File: config.mk
export PLATFORM = sky130hd
export DESIGN_NAME = flag_unit
export DESIGN_NICKNAME = d
export VERILOG_FILES = /design/src/rtl/cpu_pkg.sv /design/src/rtl/branch_cond.sv /design/src/rtl/flag_unit.sv
export SDC_FILE = /design/constraint.sdc
export NUM_CORES = 1
export LEC_CHECK = 0
export ABC_AREA = 0
export CELL_PAD_IN_SITES_DETAIL_PLACEMENT = 0
export CELL_PAD_IN_SITES_GLOBAL_PLACEMENT = 1
export CORE_AREA = 2 2 39 41
export DETAILED_ROUTE_END_ITERATION = 8
export DIE_AREA = 0 0 41 43
export DONT_BUFFER_PORTS = 1
export GPL_ROUTABILITY_DRIVEN = 0
export GPL_TIMING_DRIVEN = 0
export PLACE_DENSITY = 0.64
export SYNTH_ARGS = -nofsm -noshare
export SYNTH_HDL_FRONTEND = slang
export SYNTH_SLANG_ARGS = --single-unit
File: constraint.sdc
create_clock -name clk -period 1.9 [get_ports clk]
set_input_delay 0.285 -clock clk [delete_from_list [all_inputs] [get_ports clk]]
set_output_delay 0.285 -clock clk [all_outputs]
set_load 0.02 [all_outputs]
File: src/rtl/cpu_pkg.sv
// Shared ISA constants for the 16-bit core: opcodes, branch condition codes,
// flag classes and flag bit positions.
package cpu_pkg;

  localparam logic [3:0] OP_ADD    = 4'b0000;
  localparam logic [3:0] OP_SUB    = 4'b0001;
  localparam logic [3:0] OP_XOR    = 4'b0010;
  localparam logic [3:0] OP_RED    = 4'b0011;
  localparam logic [3:0] OP_SLL    = 4'b0100;
  localparam logic [3:0] OP_SRA    = 4'b0101;
  localparam logic [3:0] OP_ROR    = 4'b0110;
  localparam logic [3:0] OP_PADDSB = 4'b0111;
  localparam logic [3:0] OP_LW     = 4'b1000;
  localparam logic [3:0] OP_SW     = 4'b1001;
  localparam logic [3:0] OP_LLB    = 4'b1010;
  localparam logic [3:0] OP_LHB    = 4'b1011;
  localparam logic [3:0] OP_B      = 4'b1100;
  localparam logic [3:0] OP_BR     = 4'b1101;
  localparam logic [3:0] OP_PCS    = 4'b1110;
  localparam logic [3:0] OP_HLT    = 4'b1111;

  localparam logic [2:0] CC_NE  = 3'b000;
  localparam logic [2:0] CC_EQ  = 3'b001;
  localparam logic [2:0] CC_GT  = 3'b010;
  localparam logic [2:0] CC_LT  = 3'b011;
  localparam logic [2:0] CC_GE  = 3'b100;
  localparam logic [2:0] CC_LE  = 3'b101;
  localparam logic [2:0] CC_OV  = 3'b110;
  localparam logic [2:0] CC_UNC = 3'b111;

  typedef enum logic [1:0] {
    CLS_NONE  = 2'b00,
    CLS_ZONLY = 2'b01,
    CLS_FULL  = 2'b11
  } flag_cls_t;

  localparam int FLAG_Z = 2;
  localparam int FLAG_V = 1;
  localparam int FLAG_N = 0;

  function automatic flag_cls_t decode_cls(input logic [3:0] op);
    case (op)
      OP_ADD, OP_SUB:                 decode_cls = CLS_FULL;
      OP_XOR, OP_SLL, OP_SRA, OP_ROR: decode_cls = CLS_ZONLY;
      default:                        decode_cls = CLS_NONE;
    endcase
  endfunction

endpackage

File: src/rtl/branch_cond.sv
// Evaluates a branch condition code against a {Z,V,N} flag vector.
module branch_cond
  import cpu_pkg::*;
(
  input  logic [2:0] ccc,
  input  logic [2:0] flags,
  output logic       cond
);

  logic z, v, n;

  assign z = flags[FLAG_Z];
  assign v = flags[FLAG_V];
  assign n = flags[FLAG_N];

  always_comb begin
    cond = 1'b0;
    case (ccc)
      CC_NE:   cond = ~z;
      CC_EQ:   cond = z;
      CC_GT:   cond = ~z & ~n;
      CC_LT:   cond = n;
      CC_GE:   cond = z | (~z & ~n);
      CC_LE:   cond = n | z;
      CC_OV:   cond = v;
      default: cond = 1'b1;
    endcase
  end

endmodule

File: src/rtl/flag_unit.sv
// Z/V/N flag register plus the flag-writer class pipeline (ID/EX, EX/MEM,
// MEM/WB) consumed by the hazard unit, and branch-taken evaluation for IF/ID.
module flag_unit
  import cpu_pkg::*;
(
  input  logic        clk,
  input  logic        rst_n,
  input  logic [15:0] IF_ID_Inst,
  input  logic        stall,
  input  logic        ID_Flush,
  input  logic        ex_z,
  input  logic        ex_v,
  input  logic        ex_n,
  output logic        flag_br_checker,
  output logic        ID_EX_flag_br_checker,
  output logic        EX_MEM_flag_br_checker,
  output logic        br_true,
  output logic [2:0]  flags
);

  flag_cls_t  cls_idex_d, cls_idex_q;
  flag_cls_t  cls_exmem_q, cls_memwb_q;
  logic [2:0] flags_d, flags_q;
  logic       cond;

  // A stalled or flushed ID slot becomes a bubble; the instruction itself is held upstream.
  always_comb begin
    cls_idex_d = (stall | ID_Flush) ? CLS_NONE : decode_cls(IF_ID_Inst[15:12]);
  end

  always_comb begin
    flags_d = flags_q;
    case (cls_idex_q)
      CLS_FULL: begin
        flags_d[FLAG_Z] = ex_z;
        flags_d[FLAG_V] = ex_v;
        flags_d[FLAG_N] = ex_n;
      end
      CLS_ZONLY: flags_d[FLAG_Z] = ex_z;
      default:   flags_d = flags_q;
    endcase
  end

  always_ff @(posedge clk or negedge rst_n) begin
    if (!rst_n) begin
      cls_idex_q  <= CLS_NONE;
      cls_exmem_q <= CLS_NONE;
      cls_memwb_q <= CLS_NONE;
      flags_q     <= 3'b000;
    end else begin
      cls_idex_q  <= cls_idex_d;
      cls_exmem_q <= cls_idex_q;
      cls_memwb_q <= cls_exmem_q;
      flags_q     <= flags_d;
    end
  end

  assign flag_br_checker        = (cls_idex_q  != CLS_NONE);
  assign ID_EX_flag_br_checker  = (cls_exmem_q != CLS_NONE);
  assign EX_MEM_flag_br_checker = (cls_memwb_q != CLS_NONE);
  assign flags                  = flags_q;

  // Only registered flags feed the condition; no forwarding from the ALU.
  branch_cond u_branch_cond (
    .ccc   (IF_ID_Inst[11:9]),
    .flags (flags_q),
    .cond  (cond)
  );

  assign br_true = (IF_ID_Inst[15:13] == 3'b110) & cond;

endmodule
==> flow_metrics.py, run 1 <==
metrics = {
    "outcome": {
        "status": "complete, no violations",
    },
    "power": {
        "seqPwrFrac_pct": 55.1,
        "p_int_uw": 300,
        "p_clk_share_pct": 35.5,
        "p_per_area_mw_per_mm2": 976,
        "power.leakage_nw": 0.210,
        "peakVddDrop_uv": 296,
        "combPwrFrac_pct": 9.4,
        "switching_share_pct": 26.9,
        "switchingPower_uw": 110,
    },
    "worst_setup_path": {
        "slowest_delay_ns": 0.52,
        "required_ns": 1.62,
        "cp_cell_sequence": "inv_1 > a311oi_1 > o311a_1",
        "worstSetupStartpoint": "flags[0]",
        "worstPathArrival_ns": 1.48,
        "reg2reg_depth": 2,
        "startpoint_type": "flop",
        "crit_path_top_delay_cell": "dfrtp_1",
        "r2r_start": "cls_idex_q[0]",
        "worst_setup_path_end_kind": "output port",
        "path_class": "reg2out",
        "worst-path-max-fanout": 5,
    },
    "route": {
        "first_pass_iters": 2,
        "avgViaCountPerCell": 5.00,
        "drt_first_iter_violations": 4,
        "dr_wl_met3_um": 69,
        "route.top_layer_used": "met4",
        "wl_met2_um": 348,
        "route.vias.total": 265,
        "wire_per_inst_um": 13.9,
        "drc_errors": 0,
        "ant_nets": 0,
        "met1_length_um": 312,
        "wl_um": 739,
    },
    "sta": {
        "hold_viol": 0,
        "report.final.setup_viol": 0,
        "max-slew-margin-rel_pct": 72.3,
        "whs_ns": 0.0911,
        "worstMarginPinSlew_ns": 0.415,
        "fmax_mhz": 567,
        "period_share_pct": 92.7,
        "slew_violations": 0,
        "rsz0062_at_grt": "no",
        "tns_ns": 0,
        "min_period_ns": 1.76,
        "fin_worst_skew_ns": 0.000600,
    },
    "die": {
        "die_height_um": 43,
        "start_util_pct": 26.3,
        "fp.dieArea_mm2": 0.00176,
        "ios": 30,
        "core.rowCount": 14,
        "fp.dieW_um": 41,
        "coreArea_mm2": 0.00138,
    },
    "yosys": {
        "synth_top_area_share_pct": 61.9,
        "syn_area_per_cell_um2": 11.4,
        "syn_inst": 32,
        "ys_top_cells_by_area": "dfrtp_1, mux2_2, or2_2",
        "synth_seq_cells": 9,
        "synth_largest_area_cell": "dfrtp_1",
        "synth_edf_count": 0,
        "netlist_area_um2": 364,
        "ys_types": 15,
        "synthFlopType": "dfrtp_1",
        "yosysMostFrequentCell": "dfrtp_1",
        "ys_async_sr_fraction_pct": 100,
        "ys.warnings.count": 0,
        "yosysSeqAreaShare_pct": 61.9,
        "synthTopCellsByCount": "dfrtp_1, inv_1, nand2_1",
        "synth_nets": 55,
    },
    "cts": {
        "cts_resized": 0,
        "worstSkewPairLatency_ns": 0.26,
        "ctsHtreeMaxLevel": 1,
        "cts.sinks": 9,
        "clkTransAtPathRegs_ns": 0.06,
        "clock_path_buffers": 2,
        "cts_buffers": 3,
        "root_buffer": "clkbuf_4",
        "cts_tree": "yes",
    },
    "placed_design": {
        "io_buffers": 0,
        "dp_hpwl_um": 583,
    },
    "grt": {
        "grt.total_usage_pct": 11.4,
        "grt-ovfl-total": 0,
        "antenna_found_initial": 0,
        "grt_max_degree": 10,
        "grt_pass1_wl_mm": 1.21,
        "first_global_vias": 281,
    },
    "min_path": {
        "hp-start": "IF_ID_Inst[14]",
        "hold_class": "in2reg",
        "hold_depth": 1,
    },
    "layout": {
        "n_antenna_cell": 0,
        "layout.nets": 61,
        "layout-drive-gt1-share_pct": 21.6,
        "area_growth_pct": 15.5,
    },
    "job": {
        "maxCapViolCount": 0,
    },
}
==> final timing paths <==
check	endpoint	slack, ns
worst min-delay path	cls_idex_q[1]	0.09
worst max-delay path	br_true	0.14
worst max register to register	flags[1]	0.91
max in group asynchronous	flags[0]	1.22
worst min register to register	cls_memwb_q[1]	0.36
min in group asynchronous	cls_memwb_q[1]	0.39
==> cell type report <==
class / instances / area (um2)
clock buffer: 4 / 26.3
fill: 149 / 963
inverter: 4 / 15.0
multi-input combinational: 19 / 124
sequential: 9 / 225
tap: 16 / 20.0
timing repair buffer: 1 / 10.0
==> kinds of logic (layout without fill, tap and decap cells) <==
group	count (synthesis)	after routing	share of synthesized area, %
simple gates	11	11	15.1
flops	9	9	61.9
compound gates	6	6	12.7
buf+inv	4	9	4.12
mux	2	2	6.19
==> sequential cells by signal, summed over array words and instances, names as in the netlist <==
| name | flops |
|---|---|
| cls_exmem_q | 2 |
| cls_idex_q | 2 |
| cls_memwb_q | 2 |
| flags | 3 |
==> metrics by stage <==
| step | area (um2) | utilization [%] | instances | power [mW] | worst slack, ns |
|---|---|---|---|---|---|
| after CTS | 420 | 30.4 | 53 | 0.418 | 0.128 |
| after detailed placement | 384 | 27.8 | 48 | 0.264 | 0.414 |
| final | 420 | 30.4 | 53 | 0.410 | 0.138 |
| after global placement | 384 | 27.8 | 48 | 0.261 | 0.454 |
| after global routing | 420 | 30.4 | 53 | 0.444 | 0.0579 |
| after floorplan | 364 | - | 32 | 0.255 | 0.510 |
==> repair_timing <==
| action | CTS | global route |
|---|---|---|
| hold buffers | 1 | 0 |
| endpoints found under the hold margin | 9 | 0 |
| buffers inserted | 0 | 0 |
==> power groups by stage <==
stage / Combinational (mW) / Sequential (mW) / Clock, mW
global route: 0.0436 / 0.227 / 0.173
floorplan: 0.0288 / 0.227 / 0
CTS: 0.0392 / 0.226 / 0.153
detailed placement: 0.0336 / 0.230 / 0
finish: 0.0387 / 0.226 / 0.146
global placement: 0.0318 / 0.230 / 0
==> layer usage <==
layer  global-route usage, %  vias up
li1                        -      123
met1                    11.4      122
met2                    15.3       18
met3                    8.38        2
met4                    8.67        0
met5                       0        -
==> placed cells by master (no fill, tap or decap) <==
cell	count
dfrtp_1	9
or3_1	1
mux2_2	2
clkbuf_4	3
a21oi_1	1
nand2_1	4
and3_1	1
o21ai_0	1
o311a_1	1
or2_2	3
a311oi_1	1
dlygate4sd3_1	1
o2111ai_1	1
a221oi_1	1
clkbuf_1	1
inv_1	4
nor2_1	1
nor3_1	1
==> worst max-delay path: cells and delay by family, from the launching register on <==
kind	cells	cell delay, ns
compound gates	2	0.61
flops	1	0.52
buf+inv	1	0.08
No activity file was read; power rests on OpenSTA's default activity.
==> run 2, diff against run 1 <==
Settings changed: CORE_AREA 2 2 39 41 to 4 4 41 43, DIE_AREA 0 0 41 43 to 0 0 45 47, MAX_ROUTING_LAYER set to met4.
==> run 2 against run 1 <==
Against the previous run: clock skew increased by 0.0051 ns; sequential cell count unchanged; cell area decreased by 0.30%; via count decreased by 5.3%; count of clock-buffer cells in the layout unchanged; sequential share of layout area increased by 0.16 points; non-clock buffer count unchanged; cell count decreased by 1.9%; global-route usage decreased by 3.4 points; die area increased by 20%; fmax increased by 0.82%; critical path type unchanged.
==> flow_metrics.py, run 2 (same netlist as run 1, synthesis figures left out) <==
metrics = {
    "worst_setup_path": {
        "slowest_delay_ns": 0.52,
        "startpoint_type": "flop",
        "worstPathArrival_ns": 1.46,
        "crit_path_top_delay_cell": "dfrtp_1",
        "required_ns": 1.62,
        "worst-path-max-fanout": 5,
        "cp_num_buf_inv": 0,
        "cp_top_family": "flip-flops",
        "cp.depth": 3,
        "cp_cell_sequence": "nand2_1 > and3_1 > o311a_1",
        "worst_setup_path_end_kind": "output port",
        "reg2reg_depth": 2,
        "path_class": "reg2out",
    },
    "grt": {
        "grt.total_usage_pct": 7.96,
        "grt-ovfl-total": 0,
        "first_global_vias": 265,
        "antenna_found_initial": 0,
        "grt_max_degree": 10,
        "grt_pass1_wl_mm": 1.10,
    },
    "sta": {
        "period_share_pct": 92.0,
        "fmax_mhz": 572,
        "fin_worst_skew_ns": 0.00569,
        "rsz0062_at_grt": "no",
        "tns_ns": 0,
        "min_period_ns": 1.75,
        "max-slew-margin-rel_pct": 72.6,
        "whs_ns": 0.100,
        "slew_violations": 0,
        "worstMarginPinSlew_ns": 0.409,
        "report.final.setup_viol": 0,
        "hold_viol": 0,
    },
    "power": {
        "p_per_area_mw_per_mm2": 971,
        "p_total_uw": 407,
        "power.leakage_nw": 0.210,
        "peakVddDrop_uv": 363,
    },
    "cts": {
        "clock_path_buffers": 2,
        "cts.sinks": 9,
        "worstSkewPairLatency_ns": 0.26,
        "root_buffer": "clkbuf_4",
        "cts_tree": "yes",
        "ctsHtreeMaxLevel": 1,
        "clkTransAtPathRegs_ns": 0.06,
        "cts_buffers": 3,
    },
    "layout": {
        "fillCellCount": 146,
        "n_antenna_cell": 0,
        "area_growth_pct": 15.1,
        "final_cell_mix": "dfrtp_1, inv_1, nand2_1",
        "final_util_pct": 32.2,
        "multi_input_area_um2": 124,
        "largest_reg_flops": 3,
        "final_common_cell": "dfrtp_1",
        "layout-drive-gt1-share_pct": 21.6,
        "register_area_um2": 225,
        "layout.nets": 61,
    },
    "job": {
        "maxCapViolCount": 0,
    },
    "placed_design": {
        "dp_hpwl_um": 595,
        "io_buffers": 0,
    },
    "route": {
        "ant_nets": 0,
        "route.vias.total": 251,
        "first_pass_iters": 4,
        "wire_per_inst_um": 14.1,
        "drt_first_iter_violations": 4,
        "avgViaCountPerCell": 4.83,
        "wl_um": 734,
        "drc_errors": 0,
    },
    "die": {
        "fp.dieArea_mm2": 0.00212,
        "fp.dieW_um": 45,
        "ios": 30,
        "coreArea_mm2": 0.00130,
        "core.rowCount": 13,
        "die_height_um": 47,
        "start_util_pct": 28.0,
    },
    "outcome": {
        "status": "complete, no violations",
    },
    "min_path": {
        "hold_depth": 1,
        "hold_class": "in2reg",
    },
}
-- run 2: cell counts in the layout (fill, tap and decap cells not counted) --
Identical to the previous run, type by type.
-- run 2: worst reg2reg max path, stage by stage (launching register included) --
cell	delay [ns]
dfrtp_1	0.41
nand2_1	0.12
mux2_2	0.33
-- run 2: through the flow --
stage               area, um2  instances  worst slack (ns)
global placement          383         47             0.443
global route              419         52            0.0718
floorplan                 364         32             0.510
CTS                       419         52             0.140
finish                    419         52             0.152
detailed placement        383         47             0.434
-- run 2: report_power, final --
part	internal (mW)	switching, mW
clock network	0.0806	0.0622
logic	0.0155	0.0225
registers	0.204	0.0226
total	0.300	0.107
-- run 2: timing repair --
action                                 4_1_cts  5_1_grt
buffers inserted                             0        0
gates resized for setup                      0        0
endpoints found under the hold margin        9        0
hold buffers                                 1        0
-- run 2: worst paths after layout --
| path | startpoint | to | slack (ns) |
|---|---|---|---|
| max | flags[0] | br_true | 0.15 |
| min | IF_ID_Inst[14] | cls_idex_q[1] | 0.10 |
| max reg2reg | cls_idex_q[0] | flags[1] | 0.93 |
| min reg2reg | cls_exmem_q[0] | cls_memwb_q[0] | 0.36 |
| max in group asynchronous | rst_n | cls_idex_q[1] | 1.22 |
| min in group asynchronous | rst_n | flags[1] | 0.39 |
-- run 2: per-layer routing --
layer / part of all wire (%) / GRT usage, % / vias to the layer above
li1: - / - / 120
met2: 42 / 11.0 / 17
met5: 0 / - / -
met3: 14 / 6.51 / 0
met4: 0 / 1.75 / 0
met1: 44 / 8.81 / 114
-- run 2: layout make-up --
cell class	count	area share (%)
Sequential cell	9	53.7
Tap cell	15	4.48
Inverter	4	3.58
Timing Repair Buffer	1	2.39
Clock buffer	4	6.27
Multi-Input combinational cell	19	29.6
==> run 3, diff against run 2 <==
Settings changed: SLEW_MARGIN set to 15.
==> results of run 3 <==
The final DEF is identical to that of run 2; final timing and power are the same.
